`src/rtl/shared_count_arbiter_if.sv`:
```
// Bundle of the session control, request/grant and status signals of
// shared_count_arbiter.
//   master : drives start/req, observes grants and counter status
//   slave  : the arbiter itself
// Ports carried:
//   start      session start, sampled at posedge
//   req        per-requester increment request (level)
//   gnt        one-hot registered grant, high one cycle per grant
//   gnt_count  counter value after the granted increment
//   count      current shared counter value
//   grants     grants issued in the current session
//   busy/done  session running / session finished
interface shared_count_arbiter_if #(
    parameter int NUM_REQ   = 4,
    parameter int WIDTH     = 8,
    parameter int NUM_TESTS = 100
);
    localparam int GW = $clog2(NUM_TESTS + 1);

    logic                 start;
    logic [NUM_REQ-1:0]   req;
    logic [NUM_REQ-1:0]   gnt;
    logic [WIDTH-1:0]     gnt_count;
    logic [WIDTH-1:0]     count;
    logic [GW-1:0]        grants;
    logic                 busy;
    logic                 done;

    modport master (
        output start, req,
        input  gnt, gnt_count, count, grants, busy, done
    );

    modport slave (
        input  start, req,
        output gnt, gnt_count, count, grants, busy, done
    );
endinterface

```
`src/rtl/shared_count_arbiter.sv`:
```
// Round-robin arbiter owning a single shared counter. Requesters ask for
// increments through req; each grant bumps the counter by one on a single
// registered edge. A session of NUM_TESTS grants is run after start, then
// the block parks in DONE until started again.
// Ports:
//   clk    system clock, rising edge
//   rst_n  asynchronous active-low reset
//   bus    shared_count_arbiter_if.slave (start, req, gnt, gnt_count,
//          count, grants, busy, done)
module shared_count_arbiter #(
    parameter int NUM_REQ   = 4,
    parameter int WIDTH     = 8,
    parameter int NUM_TESTS = 100
) (
    input  logic                    clk,
    input  logic                    rst_n,
    shared_count_arbiter_if.slave   bus
);
    localparam int PW = $clog2(NUM_REQ);
    localparam int GW = $clog2(NUM_TESTS + 1);
    localparam logic [PW:0]   NREQ_W    = (PW + 1)'(NUM_REQ);
    localparam logic [PW-1:0] PTR_RESET = PW'(NUM_REQ - 1);
    localparam logic [GW-1:0] LAST_GNT  = GW'(NUM_TESTS - 1);

    typedef enum logic [1:0] {
        S_IDLE,
        S_RUN,
        S_DONE
    } state_t;

    state_t               state_q, state_d;
    logic [PW-1:0]        ptr_q, ptr_d;
    logic [NUM_REQ-1:0]   gnt_q, gnt_d;
    logic [WIDTH-1:0]     gnt_count_q, gnt_count_d;
    logic [WIDTH-1:0]     count_q, count_d;
    logic [GW-1:0]        grants_q, grants_d;
    logic                 busy_q, done_q;

    logic                 found;
    logic [PW-1:0]        win;
    logic [PW:0]          sum;

    // Round-robin scan: offsets 1..NUM_REQ from the last winner; the sum
    // stays below 2*NUM_REQ, so one conditional subtract gives the modulo.
    always_comb begin
        found = 1'b0;
        win   = '0;
        sum   = '0;
        for (int unsigned k = 1; k <= NUM_REQ; k++) begin
            sum = (PW + 1)'(ptr_q) + (PW + 1)'(k);
            if (sum >= NREQ_W) begin
                sum = sum - NREQ_W;
            end
            if (!found && bus.req[sum[PW-1:0]]) begin
                found = 1'b1;
                win   = sum[PW-1:0];
            end
        end
    end

    always_comb begin
        state_d     = state_q;
        ptr_d       = ptr_q;
        gnt_d       = '0;
        gnt_count_d = gnt_count_q;
        count_d     = count_q;
        grants_d    = grants_q;
        unique case (state_q)
            S_IDLE, S_DONE: begin
                if (bus.start) begin
                    state_d  = S_RUN;
                    count_d  = '0;
                    grants_d = '0;
                    ptr_d    = PTR_RESET;
                end
            end
            S_RUN: begin
                if (found) begin
                    gnt_d       = NUM_REQ'(1) << win;
                    count_d     = count_q + 1'b1;
                    gnt_count_d = count_q + 1'b1;
                    grants_d    = grants_q + 1'b1;
                    ptr_d       = win;
                    if (grants_q == LAST_GNT) begin
                        state_d = S_DONE;
                    end
                end
            end
            default: state_d = S_IDLE;
        endcase
    end

    always_ff @(posedge clk or negedge rst_n) begin
        if (!rst_n) begin
            state_q     <= S_IDLE;
            ptr_q       <= PTR_RESET;
            gnt_q       <= '0;
            gnt_count_q <= '0;
            count_q     <= '0;
            grants_q    <= '0;
            busy_q      <= 1'b0;
            done_q      <= 1'b0;
        end else begin
            state_q     <= state_d;
            ptr_q       <= ptr_d;
            gnt_q       <= gnt_d;
            gnt_count_q <= gnt_count_d;
            count_q     <= count_d;
            grants_q    <= grants_d;
            busy_q      <= (state_d == S_RUN);
            done_q      <= (state_d == S_DONE);
        end
    end

    assign bus.gnt       = gnt_q;
    assign bus.gnt_count = gnt_count_q;
    assign bus.count     = count_q;
    assign bus.grants    = grants_q;
    assign bus.busy      = busy_q;
    assign bus.done      = done_q;
endmodule

```
`src/flat_wrapper.sv`:
```
// flat-port wrapper written by rule: the top's interface ports become plain ports
module shared_count_arbiter_flat 
#(
    parameter int NUM_REQ   = 4,
    parameter int WIDTH     = 8,
    parameter int NUM_TESTS = 100
)
  (clk, rst_n, bus_start, bus_req, bus_gnt, bus_gnt_count, bus_count, bus_grants, bus_busy, bus_done);
  shared_count_arbiter_if #(.NUM_REQ(NUM_REQ), .WIDTH(WIDTH), .NUM_TESTS(NUM_TESTS)) bus_i ();
  input  logic clk;
  input  logic rst_n;
  input wire logic [$bits(bus_i.start)-1:0] bus_start;
  input wire logic [$bits(bus_i.req)-1:0] bus_req;
  output wire logic [$bits(bus_i.gnt)-1:0] bus_gnt;
  output wire logic [$bits(bus_i.gnt_count)-1:0] bus_gnt_count;
  output wire logic [$bits(bus_i.count)-1:0] bus_count;
  output wire logic [$bits(bus_i.grants)-1:0] bus_grants;
  output wire logic [$bits(bus_i.busy)-1:0] bus_busy;
  output wire logic [$bits(bus_i.done)-1:0] bus_done;
  assign bus_i.start = bus_start;
  assign bus_i.req = bus_req;
  assign bus_gnt = bus_i.gnt;
  assign bus_gnt_count = bus_i.gnt_count;
  assign bus_count = bus_i.count;
  assign bus_grants = bus_i.grants;
  assign bus_busy = bus_i.busy;
  assign bus_done = bus_i.done;
  shared_count_arbiter #(.NUM_REQ(NUM_REQ), .WIDTH(WIDTH), .NUM_TESTS(NUM_TESTS)) u_core (.clk(clk), .rst_n(rst_n), .bus(bus_i));
endmodule
```
`config.mk`:
```
export PLATFORM = sky130hd
export DESIGN_NAME = shared_count_arbiter_flat
export DESIGN_NICKNAME = d
export VERILOG_FILES = /design/src/rtl/shared_count_arbiter_if.sv /design/src/rtl/shared_count_arbiter.sv /design/src/flat_wrapper.sv
export SDC_FILE = /design/constraint.sdc
export NUM_CORES = 1
export LEC_CHECK = 0
export BUFFER_PORTS_ARGS = -buffer_cell sky130_fd_sc_hd__buf_2
export CAP_MARGIN = 20
export CORE_AREA = 2 2 61 63
export DETAILED_ROUTE_END_ITERATION = 12
export DIE_AREA = 0 0 63 65
export PLACE_DENSITY_LB_ADDON = 0.12
export RECOVER_POWER = 50
export REMOVE_ABC_BUFFERS = 1
export SYNTH_ARGS = -nofsm -noshare
export SYNTH_HDL_FRONTEND = slang
export SYNTH_SLANG_ARGS = --single-unit
export TNS_END_PERCENT = 5
```
`constraint.sdc`:
```
create_clock -name clk -period 1.5 [get_ports clk]
set_clock_uncertainty 0.05 [all_clocks]
set_input_delay 0.075 -clock clk [delete_from_list [all_inputs] [get_ports clk]]
set_output_delay 0.075 -clock clk [all_outputs]
set_load 0.03 [all_outputs]
```
## Word level (Yosys, flattened, before mapping)

Index checks and enable logic that the tools add are counted.

- Eq/ne operators: 7
- Add/sub/neg operators: 10
- Shifts and indexed selects: 1
- Magnitude comparators: 8
- Mux-type cells: 35
- Reductions and logical operators: 11

Operators with widths:

| operator | count |
|---|---|
| 2-bit two-way mux | 13 |
| 8-bit two-way mux | 2 |
| 8-bit one-hot mux with 2 select lines | 1 |
| 7-bit two-way mux | 2 |
| 7-bit one-hot mux with 2 select lines | 1 |
| 3-bit greater-or-equal comparator, second input constant | 4 |
| 2-bit by 3-bit < comparator with 1-bit output, second input constant | 4 |
| 8-bit by 1-bit adder with 8-bit output, second input constant | 1 |
| 1-bit binary-select mux with 2-bit select | 4 |
| 1-bit two-way mux | 8 |
| 4-bit two-way mux | 2 |
| 2-bit one-hot mux with 2 select lines | 2 |
| 2-bit by 1-bit subtractor with 2-bit output, second input constant | 4 |
| 7-bit by 1-bit adder with 7-bit output, second input constant | 1 |
| 7-bit equality test, second input constant | 1 |
| 2-bit by 2-bit adder with 3-bit output, second input constant | 2 |
| 2-bit by 1-bit equality test with 1-bit output, second input constant | 2 |
| 2-bit equality test, second input constant | 2 |
| 1-bit by 2-bit << shifter with 4-bit output, first input constant | 1 |
| 2-bit by 1-bit adder with 3-bit output, second input constant | 1 |
| 2-bit by 3-bit adder with 3-bit output, second input constant | 1 |
| 1-bit logical AND | 3 |
| 1-bit logical NOT | 3 |
| 3-bit AND reduction | 1 |
| other kinds (6) | 6 |

- Input bits: 7
- Register bits after elaboration: 33

## Logic depth before layout (Yosys ltp)

Gate-level depths: netlist (run 1).

- Depth after elaboration: 18
- Mapped depth: 5
- Gate-level depth less buffers: 5

## Worst setup path after synthesis (run 1)

Ideal clock, no wire load.

- Path kind: flip-flop to flip-flop
- From: register u_core.grants_q[0], in the netlist u_core.bus.grants[0]
- To: register u_core.busy_q, in the netlist u_core.bus.busy
- Setup slack: -0.009 ns
- Arrival time: 1.315 ns
- Cell stages (with the launch flop): 5
- Path buffers: 0
- Data required time: 1.306 ns
- Cells stage by stage: dfrtp_1 -> ha_1 -> nand4b_1 -> nor4_1 -> o21ai_0

- Longest elaborated chain between the ends: 5

Ends and longest elaborated chain:

| item | RTL line | RTL |
|---|---|---|
| start: declaration | shared_count_arbiter.sv:36 | `logic [GW-1:0] grants_q, grants_d;` |
| start signal: assignment | shared_count_arbiter.sv:109 | `grants_q <= grants_d;` |
| 7-bit equality test | shared_count_arbiter.sv:84 | `if (grants_q == LAST_GNT) begin` |
| 2-bit two-way mux | shared_count_arbiter.sv:84 |  |
| 2-bit two-way mux | shared_count_arbiter.sv:78 | `if (found) begin` |
| 2-bit one-hot mux with 2 select lines | shared_count_arbiter.sv:68 | `unique case (state_q)` |
| 2-bit by 1-bit equality test with 1-bit output | shared_count_arbiter.sv:110 | `busy_q <= (state_d == S_RUN);` |
| end signal: assignment | shared_count_arbiter.sv:110 |  |
| end: declaration | shared_count_arbiter.sv:37 | `logic busy_q, done_q;` |

No other way between the ends.
A chain may end at the register's enable or synchronous reset.

## Worst setup path after layout (run 1)

- From: register u_core.ptr_q[0]
- To: register u_core.gnt_q[2], in the netlist u_core.bus.gnt[2]

- Longest elaborated chain between the ends: 18
- Elaborated cells on any way between the ends: 41

Ends and longest elaborated chain:

| item | RTL line | RTL |
|---|---|---|
| start: declaration | shared_count_arbiter.sv:32 | `logic [PW-1:0] ptr_q, ptr_d;` |
| start signal: assignment | shared_count_arbiter.sv:105 | `ptr_q <= ptr_d;` |
| 2-bit by 1-bit adder with 3-bit output | shared_count_arbiter.sv:50 | `sum = (PW + 1)'(ptr_q) + (PW + 1)'(k);` |
| 3-bit greater-or-equal comparator or 2-bit by 1-bit subtractor with 2-bit output (tied branches) | shared_count_arbiter.sv:51, shared_count_arbiter.sv:52 |  |
| 2-bit two-way mux | shared_count_arbiter.sv:51 | `if (sum >= NREQ_W) begin` |
| 1-bit binary-select mux with 2-bit select | shared_count_arbiter.sv:54 | `if (!found && bus.req[sum[PW-1:0]]) begin` |
| 1-bit two-way mux (not written as such) | shared_count_arbiter.sv:54 |  |
| 1-bit two-way mux | shared_count_arbiter.sv:54 |  |
| 1-bit logical NOT | shared_count_arbiter.sv:54 |  |
| 1-bit logical AND | shared_count_arbiter.sv:54 |  |
| [... 3 more ...] | -- |  |
| 1-bit two-way mux | shared_count_arbiter.sv:54 |  |
| 1-bit logical NOT | shared_count_arbiter.sv:54 |  |
| 1-bit logical AND | shared_count_arbiter.sv:54 |  |
| 2-bit two-way mux | shared_count_arbiter.sv:54 |  |
| 1-bit by 2-bit << shifter with 4-bit output | shared_count_arbiter.sv:79 | `gnt_d = NUM_REQ'(1) << win;` |
| 4-bit two-way mux * | shared_count_arbiter.sv:78 |  |
| 4-bit two-way mux * | shared_count_arbiter.sv:68 |  |
| named net u_core.gnt_d[2] | shared_count_arbiter.sv:33 | `logic [NUM_REQ-1:0] gnt_q, gnt_d;` |
| end signal: assignment | shared_count_arbiter.sv:106 | `gnt_q <= gnt_d;` |
| end: declaration | shared_count_arbiter.sv:33 |  |

The timed path passes the listed nets; every way through them passes the cells marked *. The select of a mux whose other input is x is not followed.

==> results of run 1 <==
-- synthesized netlist by cell type, drive strengths merged --
cell type	count	area, um2
nor3	4	20.02
inv	1	3.750
nand4b	1	8.760
nand2b	1	6.260
nand3	4	20.02
and3	3	18.77
o2111ai	1	8.760
xor2	4	35.03
and2	1	6.260
nand3b	1	7.510
mux2i	1	10.01
and4	3	26.28
o22a	1	10.01
xnor2	5	43.79
ha	2	25.02
o31a	1	8.760
a31oi	1	6.260
dfstp	2	52.55
nand2	22	90.09
or4	1	11.26
a211oi	1	7.510
o211ai	1	7.510
or2b	4	31.28
nor2	12	45.04
nor2b	2	12.51
nor4	2	27.53
o21ai	14	81.33
a21o	7	55.06
a21oi	3	26.28
a22o	2	17.52
buf	3	27.52
dfrtp	31	775.7
-- state kept, by name, indices dropped and copies added (netlist names) --
signal / cells
u_core.bus.done: 1
u_core.bus.gnt: 4
u_core.bus.count: 8
u_core.bus.gnt_count: 8
u_core.ptr_q: 2
u_core.bus.busy: 1
u_core.bus.grants: 7
u_core.state_q: 2
-- critical path: stages (launching register included) --
cell	delay [ns]
dfstp_2	0.57
nand2b_1	0.13
a21oi_1	0.07
a211oi_2	0.19
buf_4	0.15
and4_1	0.19
-- where the power goes --
group / internal (mW) / switching, mW
sequential: 1.21 / 0.282
combinational: 0.555 / 1.06
clock: 0.271 / 0.292
total: 2.03 / 1.63
-- cell families (layout without fill, tap and decap cells) --
| kind of cell | count (synthesis) | after routing |
|---|---|---|
| simple gates | 61 | 61 |
| flops | 33 | 33 |
| compound gates | 32 | 32 |
| xor+xnor | 9 | 9 |
| buf+inv | 4 | 56 |
| fa+ha+maj | 2 | 2 |
| mux | 1 | 1 |
-- metrics by stage --
| stage | util | setup TNS (ns) | instances | power, mW |
|---|---|---|---|---|
| 6_report | 0.5455 | 0 | 242 | 3.666 |
| 5_1_grt | 0.5455 | 0 | 242 | 3.958 |
| 4_1_cts | 0.5455 | 0 | 242 | 3.717 |
| 3_5_place_dp | 0.5218 | 0 | 233 | 3.136 |
| 3_3_place_gp | 0.5218 | 0 | 233 | 3.095 |
| 2_1_floorplan | - | -0.01781 | 139 | 2.590 |
-- final cells by class --
| type | instances | area share |
|---|---|---|
| clock buffers | 7 | 0.03412 |
| repair buffers | 47 | 0.1319 |
| flip-flops and latches | 33 | 0.4344 |
| multi-input cells | 105 | 0.3635 |
| inverters | 1 | 0.001969 |
| clock inverters | 1 | 0.002625 |
| well taps | 48 | 0.03150 |
-- metal layers --
metal	wire, um	up-vias	GRT usage
li1	-	607	-
met1	1361	587	0.2036
met2	1518	36	0.2793
met3	183	10	0.06944
met4	86	0	0.09444
met5	0	-	0
-- worst paths after layout --
path | start | endpoint | slack [ns] | cells past startpoint
max | u_core.ptr_q[0] | u_core.bus.gnt[2] | 0.08 | 5
min | bus_start | u_core.bus.done | 0.08 | 3
max reg2reg | u_core.ptr_q[0] | u_core.bus.gnt[2] | 0.08 | 5
min reg2reg | u_core.bus.gnt_count[6] | u_core.bus.gnt_count[6] | 0.43 | 2
max in group asynchronous | rst_n | u_core.state_q[1] | 0.59 | 2
min in group asynchronous | rst_n | u_core.bus.gnt_count[3] | 0.30 | 2
-- what timing repair did --
item                                    4_1_cts  5_1_grt
hold buffers                                  1        0
endpoints found under the setup margin        1        8
pin swaps                                     0        1
hold endpoints to repair                     31        0
resized for setup                             1        4
gates cloned                                  0        0
==> flow_summary.yaml, run 1 <==
finish:
  n_fill_cell: 337
  multi_input_area_um2: 693.2
  antenna_cells: 0
  final_nets: 202
  fin_area_mm2: 0.001907
  layout-drive-gt1-share: 0.2938
  final_common_cell: "dfrtp_1"
  final_cell_mix: "dfrtp_1, nand2_1, buf_2, clkbuf_1"
  synthToLayoutAreaGrowth_pct: 24.31
  regArea_um2: 828.3
grt:
  track_usage: 0.1755
  grt_start_max_net_pins: 34
  antenna_found_initial: 0
  overflow: 0
  grt_first_pass_wirelength_um: 5444
  first_global_vias: 1222
synthesis:
  synth-simple-area-share: 0.2162
  yosys_warnings: 0
  synth-seq-area-share: 0.5400
  synthMuxAreaShare: 0.006525
  synth_seq_cells: 33
  synth_area_mm2: 0.001534
  postSynthAreaPerCell_um2: 10.80
  synthXorXnorAreaFrac: 0.05139
  synth_cell_type_count: 39
  synthCells: 142
  synth_compound_area_frac: 0.1493
  synth_top_family_by_area: "simple AND/OR/NAND/NOR gates"
  synth_adder_area_share: 0.01631
drt:
  vias: 1240
  finalWirelength_um: 3150
  first_iter_violations: 61
  drc_errors: 0
  dr.pass1.iters: 4
  routedWlPerCell_um: 13.02
  routed_via_density: 5.124
  drtAntennaViolNets: 0
pwr:
  worst_ir_drop_vdd_mv: 0.8065
  static-leakage-power_nw: 0.9195
  power.density_mw_per_mm2: 1923
clock_network:
  cts_buffers: 5
  h-tree-depth: 2
  clk_pin_slew_ns: 0.10
  clk_latency_ns: 0.34
  cts_root_buf: "clkbuf_4"
  cts_buffer_depth: 2
  postCtsSetupBuffers: 0
  cts_tree: "yes"
  cts.sinks: 33
timing:
  setup_viol: 0
  holdWs_ns: 0.08498
  hold_viol: 0
  min_period_over_period: 0.9455
  finalCriticalPeriod_ns: 1.418
  rsz0062_at_grt: "no"
  drv_slew: 0
  tightest_slew_ns: 0.7949
  relSlewSlack: 0.4700
  layout_setup_ws_ns: 0.08177
  max_freq_ghz: 0.7051
floorplanning:
  die_w_um: 63
  core_mm2: 0.003496
  pin_count: 36
  num_rows: 22
  die_y_um: 65
  die_area_mm2: 0.004095
  floorplan.initialDensity: 0.4388
placement:
  hpwl_um: 2287
  pre_cts_ws_ns: 0.002776
  postPlaceCellArea_mm2: 0.001824
  port_buffers: 35
  gp_congestion: 0.8115
critical_path:
  path_class: "reg2reg"
  endpoint_kind: "flip-flop"
  crit_required_ns: 1.73
  cp.arrival_ns: 1.64
  cp_max_fo: 5
  crit_path_start_kind: "flip-flop"
hold_path:
  hp-class: "in2reg"
run_status:
  status: "complete, no violations"
run:
  cap_violations: 0
Note: power is estimated with default switching activity, not from simulation.
==> run 2, diff against run 1 <==
Settings changed: PLACE_DENSITY set to 0.67, PLACE_DENSITY_LB_ADDON 0.12 to not set.
==> flow_summary.yaml, run 2 (synthesis gave the netlist of run 1 again) <==
grt:
  overflow: 0
  grt_use_met1: 0.2020
  grt_first_pass_wirelength_um: 5602
  grt_util_met2: 0.3138
  first_global_vias: 1244
  groute.layer.met3.usage: 0.05382
  antenna_found_initial: 0
  grt_start_max_net_pins: 34
  busiest_layer: "met2"
  track_usage: 0.1777
critical_path:
  crit_path_start_kind: "flip-flop"
  endpoint_kind: "flip-flop"
  slowest_delay_ns: 0.57
  critPathTopFamily: "flip-flops"
  crit_required_ns: 1.72
  cp_max_fo: 5
  crit_buf_inv: 1
  cp.depth: 5
  path_class: "reg2reg"
  reg2regPathDepth: 5
  cp.arrival_ns: 1.65
  r2r_slack_ns: 0.07
  cp_cell_sequence: "nand2b_4 -> a21oi_1 -> a211oi_1 -> buf_4 -> and4_1"
  slowest_stage: "dfstp_2"
pwr:
  seqPwrFrac: 0.413
  p_sw_mw: 1.629
  worst_ir_drop_vdd_mv: 0.7910
  power.density_mw_per_mm2: 1921
  p_int_mw: 1.999
  p_comb_frac: 0.443
  swShare: 0.4490
  p_total_mw: 3.627
  static-leakage-power_nw: 0.9110
  clkPwrFrac: 0.144
timing:
  drv_slew: 0
  relSlewSlack: 0.4714
  rsz0062_at_grt: "no"
  finalCriticalPeriod_ns: 1.432
  setup_viol: 0
  hold_viol: 0
  fin_setup_tns_ns: 0
  min_period_over_period: 0.9548
  tightest_slew_ns: 0.7930
  max_freq_ghz: 0.6983
drt:
  finalWirelength_um: 3151
  routedWlPerCell_um: 13.02
  drtAntennaViolNets: 0
  routed_via_density: 5.095
  dr.pass1.iters: 4
  first_iter_violations: 68
  drc_errors: 0
  vias: 1233
finish:
  n_fill_cell: 349
  final_common_cell: "dfrtp_1"
  utilization: 0.5401
  layout-drive-gt1-share: 0.2835
  synthToLayoutAreaGrowth_pct: 23.08
  final_nets: 202
  antenna_cells: 0
  fin_cells: 242
  final_cell_mix: "dfrtp_1, nand2_1, buf_2, clkbuf_1"
hold_path:
  hp-class: "in2reg"
  worst_hold_path.num_cells: 3
clock_network:
  cts.sinks: 33
  cts_buffer_depth: 2
  clk_latency_ns: 0.33
  cts_tree: "yes"
  cts_buffers: 5
  cts_root_buf: "clkbuf_4"
  clk_pin_slew_ns: 0.10
  h-tree-depth: 2
floorplanning:
  floorplan.initialDensity: 0.4388
  num_rows: 22
  die_w_um: 63
  die_y_um: 65
  pin_count: 36
  core_mm2: 0.003496
  die_area_mm2: 0.004095
placement:
  dp.cells: 233
  hpwl_um: 2311
  gp_congestion: 0.8308
  port_buffers: 35
run:
  cap_violations: 0
run_status:
  status: "complete, no violations"
==> run 2: changes by cell type in the layout (fill, tap and decap cells not counted), sizes merged <==
cell | previous run | this run
clkbuf | 21 | 22
clkinv | 1 | 0
==> run 2: per-layer routing <==
metal	part of all wire	up-vias	wire, um
li1	-	598	-
met1	0.43	591	1354
met2	0.50	39	1576
met3	0.054	5	169
met4	0.016	0	51
met5	0	-	0
==> run 2: final timing paths <==
path / to / start
worst min register to register: u_core.bus.gnt_count[1] / u_core.bus.gnt_count[1]
worst min-delay path: u_core.bus.done / bus_start
max in group asynchronous: u_core.bus.count[0] / rst_n
min in group asynchronous: u_core.bus.gnt_count[7] / rst_n
worst max register to register: u_core.bus.gnt[2] / u_core.ptr_q[0]
worst max-delay path: u_core.bus.gnt[2] / u_core.ptr_q[0]
==> run 2: per-stage QoR <==
step                      area [um2]  worst slack, ns  hold WS, ns
after floorplan                 1506        -0.008904      -0.2706
after global placement          1824           0.1041       0.1077
after detailed placement        1824          0.05436       0.1244
after CTS                       1893          0.02444      0.08594
after global routing            1888        0.0002319      0.08878
final                           1888          0.06785      0.09943
==> run 2: layout make-up <==
cell class / instances / area (um2) / share of cell area
inverters: 1 / 3.754 / 0.001988
multi-input cells: 105 / 684.4 / 0.3625
flip-flops and latches: 33 / 829.5 / 0.4394
well taps: 48 / 60.06 / 0.03181
repair buffers: 47 / 251.5 / 0.1332
clock buffers: 8 / 58.81 / 0.03115
==> run 2: worst register-to-register path: cells and delay by family (launching register included) <==
kind | cells | cell delay, ns
AO/OA/AOI/OAI | 2 | 0.29
buffers and inverters | 1 | 0.17
flip-flops | 1 | 0.57
AND/OR/NAND/NOR | 2 | 0.29
==> run 2: power by group through the flow <==
stage                     combinational (mW)  clock, mW  sequential (mW)
after detailed placement                1.63          0             1.51
after floorplan                        0.586          0             2.00
after CTS                               1.64      0.536             1.49
after global routing                    1.77      0.581             1.55
after global placement                  1.61          0             1.48
final                                   1.61      0.523             1.50
==> run 2: timing repair <==
action	4_1_cts	5_1_grt
setup buffers	0	0
setup endpoints to repair	0	4
endpoints found under the hold margin	31	0
gates resized for setup	0	4
hold buffers	1	0
==> run 3, diff against run 2 <==
--- a/config.mk
+++ b/config.mk
@@ -12,3 +12,3 @@
 export DIE_AREA = 0 0 63 65
-export PLACE_DENSITY = 0.67
+export PLACE_DENSITY = 0.71
 export RECOVER_POWER = 50
==> constraint.sdc (replaced) <==
create_clock -name clk -period 1.5 [get_ports clk]
set_clock_uncertainty 0.05 [all_clocks]
set_input_delay 0.3 -clock clk [delete_from_list [all_inputs] [get_ports clk]]
set_output_delay 0.3 -clock clk [all_outputs]
set_load 0.03 [all_outputs]
==> flow_summary.yaml, run 3 (synthesis gave the netlist of run 1 again) <==
run_status:
  status: "complete, no violations"
placement:
  port_buffers: 35
  gp_congestion: 0.8004
  hpwl_um: 2516
finish:
  multi_input_area_um2: 686.9
  regArea_um2: 828.3
  final_nets: 212
  final_cell_mix: "dfrtp_1, buf_2, nand2_1, buf_4, clkbuf_1"
  final_common_cell: "dfrtp_1"
  layout-drive-gt1-share: 0.3235
  utilization: 0.5662
  n_fill_cell: 331
  synthToLayoutAreaGrowth_pct: 29.04
  antenna_cells: 0
drt:
  finalWirelength_um: 3370
  routedWlPerCell_um: 13.37
  dr.pass1.iters: 3
  vias: 1291
  first_iter_violations: 72
  drtAntennaViolNets: 0
  routed_via_density: 5.123
  drc_errors: 0
timing:
  max_freq_ghz: 0.7130
  finalCriticalPeriod_ns: 1.403
  min_period_over_period: 0.9350
  hold_viol: 0
  rsz0062_at_grt: "no"
  relSlewSlack: 0.4603
  drv_slew: 0
  tightest_slew_ns: 0.8095
  fin_setup_tns_ns: 0
  holdWs_ns: 0.3203
  setup_viol: 0
critical_path:
  crit_path_start_kind: "flip-flop"
  cp.depth: 2
  crit_buf_inv: 2
  crit_required_ns: 1.15
  r2r_end: "u_core.bus.grants[3]"
  r2r_slack_ns: 0.11
  slowest_delay_ns: 0.40
  cp.arrival_ns: 1.05
  cp_cell_sequence: "buf_4 -> buf_2"
  path_class: "reg2out"
  startpoint: "u_core.bus.grants[0]"
  endpoint_kind: "output port"
  slowest_stage: "dfrtp_1"
  rr_startpoint: "u_core.state_q[0]"
  reg2regPathDepth: 5
  cp_max_fo: 4
  endpoint: "bus_grants[0]"
  critPathTopFamily: "flip-flops"
clock_network:
  cts_buffer_depth: 2
  cts_buffers: 5
  cts_root_buf: "clkbuf_4"
  h-tree-depth: 2
  clk_pin_slew_ns: 0.09
  cts.sinks: 33
  cts_tree: "yes"
  clk_latency_ns: 0.33
grt:
  groute.layer.met3.usage: 0.03472
  grt_use_met1: 0.2136
  antenna_found_initial: 0
  grt_first_pass_wirelength_um: 5913
  first_global_vias: 1353
  track_usage: 0.1845
  busiest_layer: "met2"
  grt_start_max_net_pins: 34
  grt_util_met2: 0.3324
  overflow: 0
hold_path:
  hp-class: "in2reg"
  worst_hold_path.num_cells: 3
floorplanning:
  pin_count: 36
  die_area_mm2: 0.004095
  die_w_um: 63
  num_rows: 22
  die_y_um: 65
  floorplan.initialDensity: 0.4388
  core_mm2: 0.003496
pwr:
  power.density_mw_per_mm2: 1829
  worst_ir_drop_vdd_mv: 1.053
  p_total_mw: 3.620
  static-leakage-power_nw: 0.9734
run:
  cap_violations: 0
-- run 3: cell types whose count changed in the layout (fill, tap and decap cells not counted), sizes merged --
cell,previous run,this run
buf,32,42
clkbuf,22,20
clkinv,0,2
-- run 3: final cells by class --
| class | instances | area share |
|---|---|---|
| flip-flops and latches | 33 | 0.4185 |
| multi-input cells | 105 | 0.3470 |
| repair buffers | 57 | 0.1764 |
| well taps | 48 | 0.03034 |
| clock buffers | 6 | 0.02086 |
| clock inverters | 2 | 0.005057 |
| inverters | 1 | 0.001896 |
-- run 3: power breakdown --
group | switching (mW) | internal [mW] | total (mW)
clock network | 0.290 | 0.178 | 0.469
logic | 1.07 | 0.586 | 1.66
registers | 0.290 | 1.21 | 1.50
total | 1.65 | 1.97 | 3.62
-- run 3: worst reg2reg max path, delay by kind of cell, from the launching register on --
family	cells	cell delay [ns]
AOI/OAI and AO/OA	1	0.23
DFF	1	0.44
buffers and inverters	1	0.17
and+or+nand+nor	2	0.25
xor gates and xnor gates	1	0.17
-- run 3: metal layers --
layer,wire length (um),part of all wire
met1,1480,0.44
met2,1678,0.50
met3,166,0.049
met4,45,0.013
met5,0,0
-- run 3: timing repair --
item,4_1_cts,5_1_grt
resized for setup,0,4
hold endpoints to repair,31,0
buffers inserted,0,0
endpoints found under the setup margin,0,5
hold buffers,1,0
-- run 3: how the worst min path moves through the flow --
stage | startpoint | to | slack [ns]
3_5_place_dp | rst_n | u_core.bus.gnt_count[2] | 0.29
6_report | bus_start | u_core.bus.done | 0.32
4_1_cts | bus_start | u_core.bus.done | 0.31
2_1_floorplan | rst_n | u_core.bus.busy | -0.05
3_3_place_gp | rst_n | u_core.bus.gnt[0] | 0.29
5_1_grt | bus_start | u_core.bus.done | 0.34
-- run 3: through the flow --
stage | cells | cell area (um2) | setup WS [ns]
final | 252 | 1979 | 0.09745
after global routing | 252 | 1979 | 0.001012
after global placement | 243 | 1924 | -0.09120
after CTS | 252 | 1986 | 0.03009
after detailed placement | 243 | 1924 | -0.1172
after floorplan | 139 | 1506 | -0.008904
